**src/rtl/imem_loader_if.sv**
```systemverilog
// Byte-stream input and instruction-memory write bus for imem_loader.
interface imem_loader_if #(
  parameter int AW = 10
);
  logic          in_valid;
  logic          in_ready;
  logic [7:0]    in_byte;
  logic          imem_we;
  logic [AW-1:0] imem_addr;
  logic [7:0]    imem_wdata;

  modport master (
    output in_valid, in_byte,
    input  in_ready, imem_we, imem_addr, imem_wdata
  );

  modport slave (
    input  in_valid, in_byte,
    output in_ready, imem_we, imem_addr, imem_wdata
  );
endinterface

```
**src/rtl/imem_loader.sv**
```systemverilog
// Boot-time loader: 2-byte LE length header, then payload written to imem from address 0.
// Optional trailing XOR checksum byte enabled by `IMEM_LOADER_CSUM_EN.
module imem_loader #(
  parameter int DEPTH = 1024,
  parameter int AW    = 10
) (
  input  logic          clk,
  input  logic          rst,
  imem_loader_if.slave  bus,
  output logic          cpu_run,
  output logic          load_err,
  output logic [15:0]   byte_cnt
);

  typedef enum logic [2:0] {
    HDR0,
    HDR1,
    DATA,
`ifdef IMEM_LOADER_CSUM_EN
    CSUM,
`endif
    DONE,
    ERR
  } state_e;

`ifdef IMEM_LOADER_CSUM_EN
  localparam state_e AFTER_PAYLOAD = CSUM;
`else
  localparam state_e AFTER_PAYLOAD = DONE;
`endif

  localparam logic [16:0] DEPTH_W = 17'(DEPTH);

  state_e        state_q, state_d;
  logic [15:0]   len_q, len_d;
  logic [15:0]   cnt_q, cnt_d;
  logic          we_q, we_d;
  logic [AW-1:0] addr_q, addr_d;
  logic [7:0]    wdata_q, wdata_d;
  logic          run_q, run_d;
  logic          err_q, err_d;
`ifdef IMEM_LOADER_CSUM_EN
  logic [7:0]    csum_q, csum_d;
`endif

  logic          in_ready_w;
  logic          accept;
  logic [15:0]   hdr_len;

  assign accept  = bus.in_valid && in_ready_w;
  assign hdr_len = {bus.in_byte, len_q[7:0]};

  always_ff @(posedge clk) begin
    if (rst) begin
      state_q <= HDR0;
      len_q   <= '0;
      cnt_q   <= '0;
      we_q    <= 1'b0;
      addr_q  <= '0;
      wdata_q <= '0;
      run_q   <= 1'b0;
      err_q   <= 1'b0;
`ifdef IMEM_LOADER_CSUM_EN
      csum_q  <= '0;
`endif
    end else begin
      state_q <= state_d;
      len_q   <= len_d;
      cnt_q   <= cnt_d;
      we_q    <= we_d;
      addr_q  <= addr_d;
      wdata_q <= wdata_d;
      run_q   <= run_d;
      err_q   <= err_d;
`ifdef IMEM_LOADER_CSUM_EN
      csum_q  <= csum_d;
`endif
    end
  end

  always_comb begin
    state_d = state_q;
    len_d   = len_q;
    cnt_d   = cnt_q;
    we_d    = 1'b0;
    addr_d  = addr_q;
    wdata_d = wdata_q;
`ifdef IMEM_LOADER_CSUM_EN
    csum_d  = csum_q;
`endif
    unique case (state_q)
      HDR0: begin
        if (accept) begin
          len_d[7:0] = bus.in_byte;
          state_d    = HDR1;
        end
      end
      HDR1: begin
        if (accept) begin
          len_d[15:8] = bus.in_byte;
          if ({1'b0, hdr_len} > DEPTH_W) begin
            state_d = ERR;
          end else if (hdr_len == '0) begin
            state_d = AFTER_PAYLOAD;
          end else begin
            state_d = DATA;
          end
        end
      end
      DATA: begin
        if (accept) begin
          we_d    = 1'b1;
          addr_d  = cnt_q[AW-1:0];
          wdata_d = bus.in_byte;
          cnt_d   = cnt_q + 16'd1;
`ifdef IMEM_LOADER_CSUM_EN
          csum_d  = csum_q ^ bus.in_byte;
`endif
          if (cnt_q + 16'd1 == len_q) begin
            state_d = AFTER_PAYLOAD;
          end
        end
      end
`ifdef IMEM_LOADER_CSUM_EN
      CSUM: begin
        if (accept) begin
          state_d = (bus.in_byte == csum_q) ? DONE : ERR;
        end
      end
`endif
      default: begin
        state_d = state_q;
      end
    endcase
  end

  // cpu_run lags DONE by one edge so it never overlaps the final write strobe.
  always_comb begin
    run_d      = run_q | (state_q == DONE);
    err_d      = err_q | (state_d == ERR);
    in_ready_w = (state_q != DONE);
  end

  assign bus.in_ready   = in_ready_w;
  assign bus.imem_we    = we_q;
  assign bus.imem_addr  = addr_q;
  assign bus.imem_wdata = wdata_q;
  assign cpu_run        = run_q;
  assign load_err       = err_q;
  assign byte_cnt       = cnt_q;

endmodule
```
**src/flat_wrapper.sv**
```systemverilog
// flat-port wrapper written by rule: the top's interface ports become plain ports
module imem_loader_flat 
#(
  parameter int DEPTH = 1024,
  parameter int AW    = 10
)
  (clk, rst, cpu_run, load_err, byte_cnt, bus_in_valid, bus_in_byte, bus_in_ready, bus_imem_we, bus_imem_addr, bus_imem_wdata);
  imem_loader_if #(.AW(AW)) bus_i ();
  input  logic clk;
  input  logic rst;
  output logic cpu_run;
  output logic load_err;
  output logic [15:0] byte_cnt;
  input wire logic [$bits(bus_i.in_valid)-1:0] bus_in_valid;
  input wire logic [$bits(bus_i.in_byte)-1:0] bus_in_byte;
  output wire logic [$bits(bus_i.in_ready)-1:0] bus_in_ready;
  output wire logic [$bits(bus_i.imem_we)-1:0] bus_imem_we;
  output wire logic [$bits(bus_i.imem_addr)-1:0] bus_imem_addr;
  output wire logic [$bits(bus_i.imem_wdata)-1:0] bus_imem_wdata;
  assign bus_i.in_valid = bus_in_valid;
  assign bus_i.in_byte = bus_in_byte;
  assign bus_in_ready = bus_i.in_ready;
  assign bus_imem_we = bus_i.imem_we;
  assign bus_imem_addr = bus_i.imem_addr;
  assign bus_imem_wdata = bus_i.imem_wdata;
  imem_loader #(.DEPTH(DEPTH), .AW(AW)) u_core (.clk(clk), .rst(rst), .bus(bus_i), .cpu_run(cpu_run), .load_err(load_err), .byte_cnt(byte_cnt));
endmodule
```
**config.mk**
```make
export PLATFORM = sky130hd
export DESIGN_NAME = imem_loader_flat
export DESIGN_NICKNAME = d
export VERILOG_FILES = /design/src/rtl/imem_loader_if.sv /design/src/rtl/imem_loader.sv /design/src/flat_wrapper.sv
export SDC_FILE = /design/constraint.sdc
export NUM_CORES = 1
export LEC_CHECK = 0
export BUFFER_PORTS_ARGS = -buffer_cell sky130_fd_sc_hd__buf_4
export CAP_MARGIN = 15
export CORE_ASPECT_RATIO = 0.7
export CORE_MARGIN = 4
export CORE_UTILIZATION = 25
export CTS_CLUSTER_SIZE = 40
export DETAILED_ROUTE_END_ITERATION = 12
export GPL_TIMING_DRIVEN = 0
export REMOVE_ABC_BUFFERS = 1
export SLEW_MARGIN = 10
export SYNTH_ARGS = -nofsm -noshare
export SYNTH_HDL_FRONTEND = slang
export SYNTH_SLANG_ARGS = --single-unit
```
**constraint.sdc**
```tcl
create_clock -name clk -period 2.7 [get_ports clk]
set_input_delay 0.27 -clock clk [delete_from_list [all_inputs] [get_ports clk]]
set_output_delay 0.27 -clock clk [all_outputs]
set_load 0.1 [all_outputs]
```
==> metrics.md, run 1 <==
| Metric | Value |
|---|---|
| DR iter-0 viols | `163` |
| Post-synthesis cell area | `2770 µm²` |
| Initial Util | `26.1%` |
| Die W | `134 µm` |
| Multi-input combinational cell area | `1530 µm²` |
| Register area | `1120 µm²` |
| HP Start | `bus_in_byte[4]` |
| Setup Fix Bufs, Post-CTS | `0` |
| Detail Route Antenna Nets | `0` |
| Fin. Hold Viols | `0` |
| Setup CP Type | `register to register` |
| Combinational Power Share | `7.8%` |
| Die Y | `96.0 µm` |
| VDD IR max | `0.228 mV` |
| # rows | `31` |
| Syn Inst Count | `338` |
| Fillers | `1,123` |
| Gpl congestion | `0.859` |
| Hold path depth | `3` |
| EDFF count, synth | `0` |
| Post-synth ARST share | `0%` |
| Initial antenna violation count | `0` |
| Synth Area per Inst | `8.19 µm²` |
| Fmax | `0.432 GHz` |
| TritonCTS clock tree | `yes` |
| Wire per inst | `14.1 µm` |
| Remaining Overflow, GRT | `0` |
| Setup_tns | `0 ps` |
| Fin crit period | `2320 ps` |
| Slew @ Worst Pin | `592 ps` |
| Root buffer cell | `clkbuf_16` |
| Sequential share of power | `49.5%` |
| Pwr per Cell Area | `515 nW/µm²` |
| Final #Nets | `381` |
| Net Sw Frac | `23.6%` |
| First-pass GRT wire length | `11,500 µm` |
| Die footprint | `12,800 µm²` |
| Hold Path Sink | `u_core.len_q[12]$_SDFFE_PP0P_` |
| Post-DP HPWL | `5240 µm` |
| Synth Warn # | `0` |
| P_sw | `413 µW` |
| Fraction of layout cells with a size suffix above 1 | `18.6%` |
| Slowest-stage cell, CP | `dfxtp_1` |
| RSZ-0062 raised after global routing | `no` |
| WP data required | `2940 ps` |
| Leakage Power | `1.23 nW` |
| Clock Sinks | `56` |
| Number of global-route vias before repair | `2,246` |
| CTS Buffer Depth | `2` |
| Hold Crit Class | `primary input to register` |
| Internal | `1.34 mW` |
| DRC viols | `0` |
| CTS Buf Count | `5` |
| Final Setup Violations | `0` |
| Slew margin rel. | `60.5%` |
| Max-Cap Viols | `0` |
| R2r startpoint | `u_core.byte_cnt[0]$_SDFFE_PP0P_` |
| Netlist cell types | `56` |
| IO Pins | `49` |
| Run status | `completed` |
| Flops & latches, synth | `56` |
| Fin crit share | `85.8%` |
| Total Power | `1.75 mW` |
| Area added between synthesis and finish | `23.0%` |
| Worst-path fanout max | `9` |
| CP endpoint kind | `register` |
| RR Endpoint | `u_core.state_q[0]$_SDFF_PP0_` |
| CP Launch Type | `register` |
| Clock Latency Late Sink | `300 ps` |
| Antenna diodes | `0` |
| Via count | `2,443` |
| Port bufs | `48` |
| Routed WL | `7290 µm` |
| H-tree Lvls | `2` |
| Top_reg_cell synth | `dfxtp_1` |
| Largest net degree at the start of global routing | `57` |
| Max stage delay on crit path | `580 ps` |
| Fraction of power consumed by the clock network | `42.7%` |
| R2R depth | `6` |
| Setup Skew | `14.6 ps` |
| Final slew viol count | `0` |
| DR vias/cell | `4.72` |
| Crit-path cells | `ha_1 > nand3_2 > o21a_1 > or4bb_1 > a32oi_1 > a31o_1` |
| Worst reg2reg setup slack | `380 ps` |
| Core region area | `10,600 µm²` |
| GRT Total Usage | `11.3%` |
| DR pass1 iterations | `4` |
| Register area share after synthesis | `40.5%` |
| Worst-path clk slew | `80 ps` |
| Crit path DAT | `2560 ps` |
## worst max path at each step
stage,startpoint,to
after floorplan,u_core.byte_cnt[0]$_SDFFE_PP0P_,u_core.state_q[0]$_SDFF_PP0_
after global placement,u_core.state_q[1]$_SDFF_PP0_,u_core.byte_cnt[2]$_SDFFE_PP0P_
after detailed placement,u_core.state_q[0]$_SDFF_PP0_,u_core.state_q[0]$_SDFF_PP0_
after CTS,u_core.state_q[0]$_SDFF_PP0_,u_core.state_q[0]$_SDFF_PP0_
after global routing,u_core.byte_cnt[0]$_SDFFE_PP0P_,u_core.state_q[0]$_SDFF_PP0_
final,u_core.byte_cnt[0]$_SDFFE_PP0P_,u_core.state_q[0]$_SDFF_PP0_
## cell usage in the layout, fill, tap and decap left out, types with 4 or more instances in the layout
cell type  instances
nor3_1            10
inv_1              7
nand2_1           78
or3_1              5
nor3b_1            4
nor4_1             5
xor2_1            12
buf_4             48
dfxtp_1           56
clkbuf_16          5
nor2_1            23
xnor2_1           20
nand3_1            4
a21oi_1           39
## cells by family (layout without fill, tap and decap cells)
family / count (synthesis) / in the layout / share of synthesized area [%]
AO/OA/AOI/OAI: 60 / 60 / 13.3
flip-flops: 56 / 56 / 40.5
XOR/XNOR: 33 / 33 / 11.0
buffers and inverters: 32 / 64 / 5.42
AND/OR/NAND/NOR: 156 / 156 / 29.3
adder cells (fa/ha/maj): 1 / 1 / 0.452
## power by group through the flow
stage	combinational (mW)	sequential (mW)	clock, mW
after floorplan	0.0696	0.890	0
after global placement	0.131	0.883	0
after detailed placement	0.135	0.886	0
after CTS	0.135	0.866	0.767
after global routing	0.150	0.870	0.793
final	0.136	0.867	0.748
## per-layer routing
layer	track usage (%)	up-vias	part of all wire, %
met5	0	-	0
met4	2.14	0	0.41
li1	-	1220	-
met3	3.45	5	7.3
met1	16.5	1139	51
met2	16.3	79	42
## area by class of cell
type / count / area share, %
Clock inverter: 2 / 1.14
Clock buffer: 6 / 3.79
Sequential cell: 56 / 32.9
Inverter: 7 / 0.772
Timing Repair Buffer: 49 / 11.0
Multi-Input combinational cell: 250 / 44.9
Tap cell: 148 / 5.44
## registers in the layout (all words and copies together) (netlist names)
register / cells
u_core.cpu_run: 1
u_core.bus.imem_wdata: 8
u_core.state_q: 3
u_core.byte_cnt: 16
u_core.load_err: 1
u_core.bus.imem_addr: 10
u_core.bus.imem_we: 1
u_core.len_q: 16
## cells in the mapped netlist, types with 2 or more instances
master | count | area (µm²)
nand2_1 | 78 | 293
dfxtp_1 | 56 | 1120
a21oi_1 | 39 | 195
nor2_1 | 23 | 86.3
xnor2_1 | 20 | 175
clkbuf_1 | 14 | 52.6
xor2_1 | 12 | 105
nor3_1 | 10 | 50.1
inv_1 | 7 | 26.3
buf_2 | 5 | 25.0
nor4_1 | 5 | 31.3
or3_1 | 5 | 31.3
nand3_1 | 4 | 20.0
nor3b_1 | 4 | 30.0
nand4_1 | 3 | 18.8
nand4_4 | 3 | 63.8
nor2b_1 | 3 | 18.8
o21ai_0 | 3 | 15.0
a31oi_1 | 2 | 12.5
buf_4 | 2 | 15.0
buf_6 | 2 | 22.5
nand2b_1 | 2 | 12.5
nand3b_1 | 2 | 15.0
o211ai_1 | 2 | 15.0
## metrics by stage
stage	utilization (%)	hold WS (ps)	setup slack [ps]	instances	cell area, µm²
2_1_floorplan	-	339	-37.2	313	2640
6_report	32.1	239	383	518	3400
5_1_grt	32.1	241	174	518	3400
4_1_cts	32.0	237	166	518	3390
3_3_place_gp	30.1	439	-1080	509	3190
3_5_place_dp	30.5	448	200	510	3220
## worst max-delay path: cells and delay by family, from the launching register on
family,cells,cell delay (ps)
AOI/OAI and AO/OA,3,680
adders and majority gates,1,340
and+or+nand+nor,2,670
DFF,1,580
## timing repair
item                       in CTS  in global routing
gates resized for setup         0                  1
hold buffers                    0                  0
setup endpoints to repair       0                  1
hold endpoints to repair        0                  0
(Power assumes the default switching activity.)
==> run 2: changes to the inputs <==
--- a/config.mk
+++ b/config.mk
@@ -7,12 +7,13 @@
 export LEC_CHECK = 0
 export BUFFER_PORTS_ARGS = -buffer_cell sky130_fd_sc_hd__buf_4
 export CAP_MARGIN = 15
-export CORE_ASPECT_RATIO = 0.7
+export CORE_ASPECT_RATIO = 1.1
 export CORE_MARGIN = 4
-export CORE_UTILIZATION = 25
+export CORE_UTILIZATION = 45
 export CTS_CLUSTER_SIZE = 40
 export DETAILED_ROUTE_END_ITERATION = 12
 export GPL_TIMING_DRIVEN = 0
+export PLACE_DENSITY = 0.63
 export REMOVE_ABC_BUFFERS = 1
 export SLEW_MARGIN = 10
 export SYNTH_ARGS = -nofsm -noshare
==> run 2 against run 1 <==
- sequential share of layout area up 1.4 points
- highest routed layer unchanged
- critical endpoint unchanged
- critical path depth is 1 lower
- clock power shrank 20%
- routed wire length down 13%
- register-to-register slack worse by 60 ps
- critical path type unchanged
- clock skew shrank 5.0 ps
==> metrics.md, run 2 (synthesis gave the netlist of run 1 again) <==
| Metric | Value |
|---|---|
| GRT Total Usage | `18.3% (+7.0 points)` |
| Initial Util | `47.1% (+21 points)` |
| Hold-fix buffers, CTS | `0 (unchanged)` |
| Fin crit share | `88.1% (+2.3 points)` |
| WP data required | `2960 ps (+20 ps)` |
| Final slew viol count | `0 (unchanged)` |
| Die footprint | `7470 µm² (-42%)` |
| CP endpoint kind | `register` |
| Worst hold slack | `215 ps (-23.7 ps)` |
| Number of global-route vias before repair | `2,222 (-1.1%)` |
| Pwr per Cell Area | `490 nW/µm² (-4.8%)` |
| H-tree Lvls | `2 (unchanged)` |
| Hold Crit Class | `primary input to register` |
| Commonest non-fill, non-tap cells in the layout | `nand2_1, dfxtp_1, buf_4` |
| IO Pins | `49 (unchanged)` |
| Final Setup Violations | `0 (unchanged)` |
| CTS Buffer Depth | `2 (unchanged)` |
| DR vias/cell | `5.28 (+12%)` |
| Fin. Hold Viols | `0 (unchanged)` |
| Die W | `82.8 µm (-38%)` |
| Setup CP Type | `register to register` |
| Final #Nets | `381 (unchanged)` |
| Commonest non-fill, non-tap cell in the layout | `nand2_1` |
| Fraction of layout cells with a size suffix above 1 | `18.9% (+0.27 points)` |
| Routed WL | `6350 µm (-13%)` |
| Root buffer cell | `clkbuf_8` |
| DR pass1 iterations | `4 (unchanged)` |
| Gpl congestion | `0.856 (-0.36%)` |
| CTS Buf Count | `5 (unchanged)` |
| DR iter-0 viols | `148 (-9.2%)` |
| Crit path DAT | `2640 ps (+80 ps)` |
| Die Y | `90.3 µm (-6.0%)` |
| Post-DP HPWL | `4570 µm (-13%)` |
| Slew @ Worst Pin | `770 ps (+178 ps)` |
| Slew margin rel. | `48.7% (-12 points)` |
| Wire per inst | `14.2 µm (+0.98%)` |
| TritonCTS clock tree | `yes` |
| Clock Sinks | `56 (unchanged)` |
| DRC viols | `0 (unchanged)` |
| Leakage Power | `1.21 nW (-1.5%)` |
| Post_cts resized | `0 (unchanged)` |
| Clock Latency Late Sink | `310 ps (about the same)` |
| Core region area | `5880 µm² (-44%)` |
| Remaining Overflow, GRT | `0 (unchanged)` |
| Via count | `2,359 (-3.4%)` |
| Fillers | `594 (-47%)` |
| Setup Skew | `9.54 ps (-5.03 ps)` |
| Largest net degree at the start of global routing | `57 (unchanged)` |
| Fmax | `0.420 GHz (-2.6%)` |
| Setup Fix Bufs, Post-CTS | `0 (unchanged)` |
| Fin crit period | `2380 ps (+61.7 ps)` |
| Run status | `completed` |
| Port bufs | `48 (unchanged)` |
| Setup_tns | `0 ps (unchanged)` |
| CP Launch Type | `register` |
| Detail Route Antenna Nets | `0 (unchanged)` |
| Area added between synthesis and finish | `17.9%` |
| Initial antenna violation count | `0 (unchanged)` |
| Worst-path clk slew | `100 ps (+20 ps)` |
| RSZ-0062 raised after global routing | `no` |
| Antenna diodes | `0 (unchanged)` |
| Max-Cap Viols | `0 (unchanged)` |
| # rows | `29 (-6.5%)` |
| Worst-path fanout max | `29 (+20)` |
| First-pass GRT wire length | `10,900 µm (-5.8%)` |
| VDD IR max | `0.344 mV (+51%)` |
[run 2: cell types whose count changed in the layout (fill, tap and decap cells not counted), sizes merged]
cell,change
clkbuf,+1
inv,-1
[run 2: metrics by stage]
step / utilization, % / worst slack, ps / instances / power (mW) / instance area, µm²
floorplan: - / -37.2 / 313 / 0.960 / 2640
global placement: 52.7 / -1180 / 438 / 1.01 / 3100
detailed placement: 53.3 / 271 / 439 / 1.02 / 3140
CTS: 55.5 / 234 / 447 / 1.61 / 3260
global route: 55.5 / 13.6 / 447 / 1.67 / 3260
finish: 55.5 / 322 / 447 / 1.60 / 3260
[run 2: worst max-delay path, stage by stage, from the launching register on]
cell	delay, ps
dfxtp_1	420
nand4bb_2	790
nor2_1	390
nand4_1	120
a2111oi_0	390
a31o_1	210
[run 2: metal layers]
layer	track usage [%]	vias up	routed length, µm
met5	0	-	0
met4	5.72	0	85
met3	3.69	7	335
met2	28.2	57	3040
met1	25.3	1082	2890
li1	-	1213	-
[run 2: final timing paths]
| kind | startpoint | end | slack, ps | cells past startpoint |
|---|---|---|---|---|
| max | u_core.state_q[0]$_SDFF_PP0_ | u_core.state_q[0]$_SDFF_PP0_ | 320 | 5 |
| max reg2reg | u_core.state_q[0]$_SDFF_PP0_ | u_core.state_q[0]$_SDFF_PP0_ | 320 | 5 |
| min reg2reg | u_core.cpu_run$_SDFF_PP0_ | u_core.cpu_run$_SDFF_PP0_ | 450 | 2 |
| min | bus_in_byte[4] | u_core.bus.imem_wdata[4]$_SDFFE_PP0P_ | 210 | 3 |
[run 2: area by class of cell]
cell class,instances,area (µm²),area share (%)
tap,77,96.3,2.95
multi-input combinational,250,1520,46.5
sequential,56,1120,34.4
clock buffer,7,96.3,2.95
clock inverter,1,30.0,0.921
timing repair buffer,49,375,11.5
inverter,7,26.3,0.806
[run 2: report_power, final]
part           internal [mW]  total (mW)  leakage, nW  switching [mW]
Combinational         0.0521       0.133        0.696          0.0805
Sequential             0.843       0.865        0.453          0.0216
Clock                  0.328       0.600       0.0645           0.273
==> run 3: changes to the inputs <==
--- a/config.mk
+++ b/config.mk
@@ -13,7 +13,7 @@
 export CTS_CLUSTER_SIZE = 40
 export DETAILED_ROUTE_END_ITERATION = 12
 export GPL_TIMING_DRIVEN = 0
-export PLACE_DENSITY = 0.63
+export PLACE_DENSITY = 0.66
 export REMOVE_ABC_BUFFERS = 1
 export SLEW_MARGIN = 10
 export SYNTH_ARGS = -nofsm -noshare
==> constraint.sdc (replaced) <==
create_clock -name clk -period 2.07 [get_ports clk]
set_input_delay 0.207 -clock clk [delete_from_list [all_inputs] [get_ports clk]]
set_output_delay 0.207 -clock clk [all_outputs]
set_load 0.1 [all_outputs]
==> run 3 against run 2 <==
- combinational power rose by 34%
- non-clock buffer count rose by 2
- critical path type unchanged
- highest routed layer unchanged
- global-route usage fell by 0.12 points
- utilization rose by 0.34 points
- critical path depth rose by 1
- final area rose by 0.61%
- fmax rose by 23%
==> metrics.md, run 3 (synthesis gave the netlist of run 1 again) <==
| Metric | Value |
|---|---|
| Die W | `82.8 µm (unchanged)` |
| Largest net degree at the start of global routing | `57 (unchanged)` |
| R2r startpoint | `u_core.byte_cnt[0]$_SDFFE_PP0P_` |
| Fraction of layout cells with a size suffix above 1 | `22.6% (+3.7 points)` |
| CTS Buf Count | `5 (unchanged)` |
| Die Y | `90.3 µm (unchanged)` |
| RSZ-0062 raised after global routing | `no` |
| Fmax | `0.517 GHz (+23%)` |
| Final worst slack | `134 ps (-188 ps)` |
| Gpl congestion | `0.864 (+0.86%)` |
| VDD IR max | `0.461 mV (+34%)` |
| Critical Path End | `u_core.state_q[0]$_SDFF_PP0_` |
| Die footprint | `7470 µm² (unchanged)` |
| Initial Util | `47.1% (unchanged)` |
| Non-Filler Instances | `448 (+0.22%)` |
| Antenna diodes | `0 (unchanged)` |
| Via count | `2,421 (+2.6%)` |
| Commonest non-fill, non-tap cells in the layout | `nand2_1, buf_4, dfxtp_1` |
| DR iter-0 viols | `137 (-7.4%)` |
| RR Endpoint | `u_core.state_q[0]$_SDFF_PP0_` |
| Setup CP Type | `register to register` |
| Fin crit share | `93.5% (+5.4 points)` |
| Final instance area | `3280 µm² (+0.61%)` |
| Root buffer cell | `clkbuf_8` |
| CP Launch Type | `register` |
| Setup Skew | `11.8 ps (+2.27 ps)` |
| Core region area | `5880 µm² (unchanged)` |
| R2R depth | `6 (+1)` |
| TritonCTS clock tree | `yes` |
| # rows | `29 (unchanged)` |
| Final #Nets | `383 (+0.52%)` |
| Setup WS pre-CTS | `-410 ps (-681 ps)` |
| Worst-path fanout max | `9 (-69%)` |
| Slowest-stage cell, CP | `or4bb_1` |
| DR vias/cell | `5.40 (+2.4%)` |
| Hold path depth | `3 (unchanged)` |
| Remaining Overflow, GRT | `0 (unchanged)` |
| WP data required | `2330 ps (-630 ps)` |
| Post-DP Area | `3140 µm² (+0.20%)` |
| DR pass1 iterations | `4 (unchanged)` |
| Util after Layout | `55.8% (+0.34 points)` |
| Hold Crit Class | `primary input to register` |
| Worst-path clk slew | `100 ps (about the same)` |
| Commonest non-fill, non-tap cell in the layout | `nand2_1` |
| Number of global-route vias before repair | `2,228 (+0.27%)` |
| Final slew viol count | `0 (unchanged)` |
| Slew @ Worst Pin | `574 ps (-195 ps)` |
| Worst reg2reg setup slack | `130 ps (-190 ps)` |
| First-pass GRT wire length | `10,700 µm (-1.0%)` |
| Crit path DAT | `2200 ps (-440 ps)` |
| Clock Latency Late Sink | `310 ps (about the same)` |
| Post-Place Cells | `440 (+0.23%)` |
| Crit path from | `u_core.byte_cnt[0]$_SDFFE_PP0P_` |
| Clock Sinks | `56 (unchanged)` |
| CP endpoint kind | `register` |
| Final Setup Violations | `0 (unchanged)` |
| Fin. Hold Viols | `0 (unchanged)` |
| Wire per inst | `14.2 µm (-0.13%)` |
| Detail Route Antenna Nets | `0 (unchanged)` |
| DRC viols | `0 (unchanged)` |
| Pwr per Cell Area | `575 nW/µm² (+17%)` |
| GRT Total Usage | `18.2% (-0.12 points)` |
| Routed WL | `6360 µm (about the same)` |
| Area added between synthesis and finish | `18.6%` |
| Port bufs | `48 (unchanged)` |
| Leakage Power | `1.21 nW (-0.42%)` |
| IO Pins | `49 (unchanged)` |
| Fin crit period | `1940 ps (-442 ps)` |
| Post-DP HPWL | `4520 µm (-1.3%)` |
| Hold-fix buffers, CTS | `0 (unchanged)` |
| Max stage delay on crit path | `470 ps (-320 ps)` |
| Max-Cap Viols | `0 (unchanged)` |
| Run status | `completed` |
| Initial antenna violation count | `0 (unchanged)` |
| CTS Buffer Depth | `2 (unchanged)` |
| H-tree Lvls | `2 (unchanged)` |
| Crit-path cells | `ha_2 > nand3_4 > o21a_1 > or4bb_1 > a32oi_1 > a31o_1` |
| Slew margin rel. | `61.7% (+13 points)` |
[run 3: worst min-delay path by stage]
stage / end / from
floorplan: u_core.bus.imem_addr[0]$_SDFFE_PP0P_ / rst
detailed placement: u_core.load_err$_SDFF_PP0_ / u_core.load_err$_SDFF_PP0_
finish: u_core.len_q[12]$_SDFFE_PP0P_ / bus_in_byte[4]
CTS: u_core.len_q[5]$_SDFFE_PP0P_ / bus_in_byte[5]
global placement: u_core.cpu_run$_SDFF_PP0_ / u_core.cpu_run$_SDFF_PP0_
global route: u_core.len_q[6]$_SDFFE_PP0P_ / bus_in_byte[6]
[run 3: metal layers]
| metal | GRT usage, % | up-vias | share of wire (%) |
|---|---|---|---|
| li1 | - | 1223 | - |
| met1 | 24.5 | 1132 | 46 |
| met2 | 28.3 | 61 | 47 |
| met3 | 3.99 | 5 | 5.3 |
| met4 | 5.99 | 0 | 1.4 |
| met5 | 0 | - | 0 |
[run 3: where the power goes]
group          total (mW)  switching (mW)  internal [mW]
Sequential           1.13          0.0286           1.10
Clock               0.582           0.352          0.230
Combinational       0.178           0.107         0.0714
[run 3: area by class of cell]
cell class,instances,area (µm²)
tap,77,96.3
clock inverter,2,12.5
timing repair buffer,51,394
inverter,7,26.3
fill,586,2600
sequential,56,1140
clock buffer,5,68.8
multi-input combinational,250,1550
[run 3: through the flow]
stage | hold WS (ps) | power [mW] | TNS (ps)
3_5_place_dp | 440 | 1.33 | -3280
6_report | 160 | 1.89 | 0
4_1_cts | 147 | 1.91 | 0
5_1_grt | 146 | 1.97 | 0
3_3_place_gp | 434 | 1.32 | -39070
2_1_floorplan | 276 | 1.25 | -9280
[run 3: timing repair]
| item | CTS | global route |
|---|---|---|
| gates resized for setup | 7 | 10 |
| setup buffers | 0 | 1 |
| setup endpoints to repair | 12 | 7 |
| pin swaps | 0 | 1 |
[run 3: worst max-delay path, delay by kind of cell, from the launching register on]
family                     cells  cell delay [ps]
adders and majority gates      1              260
DFF                            1              420
and+or+nand+nor                2              610
AOI/OAI and AO/OA              3              600
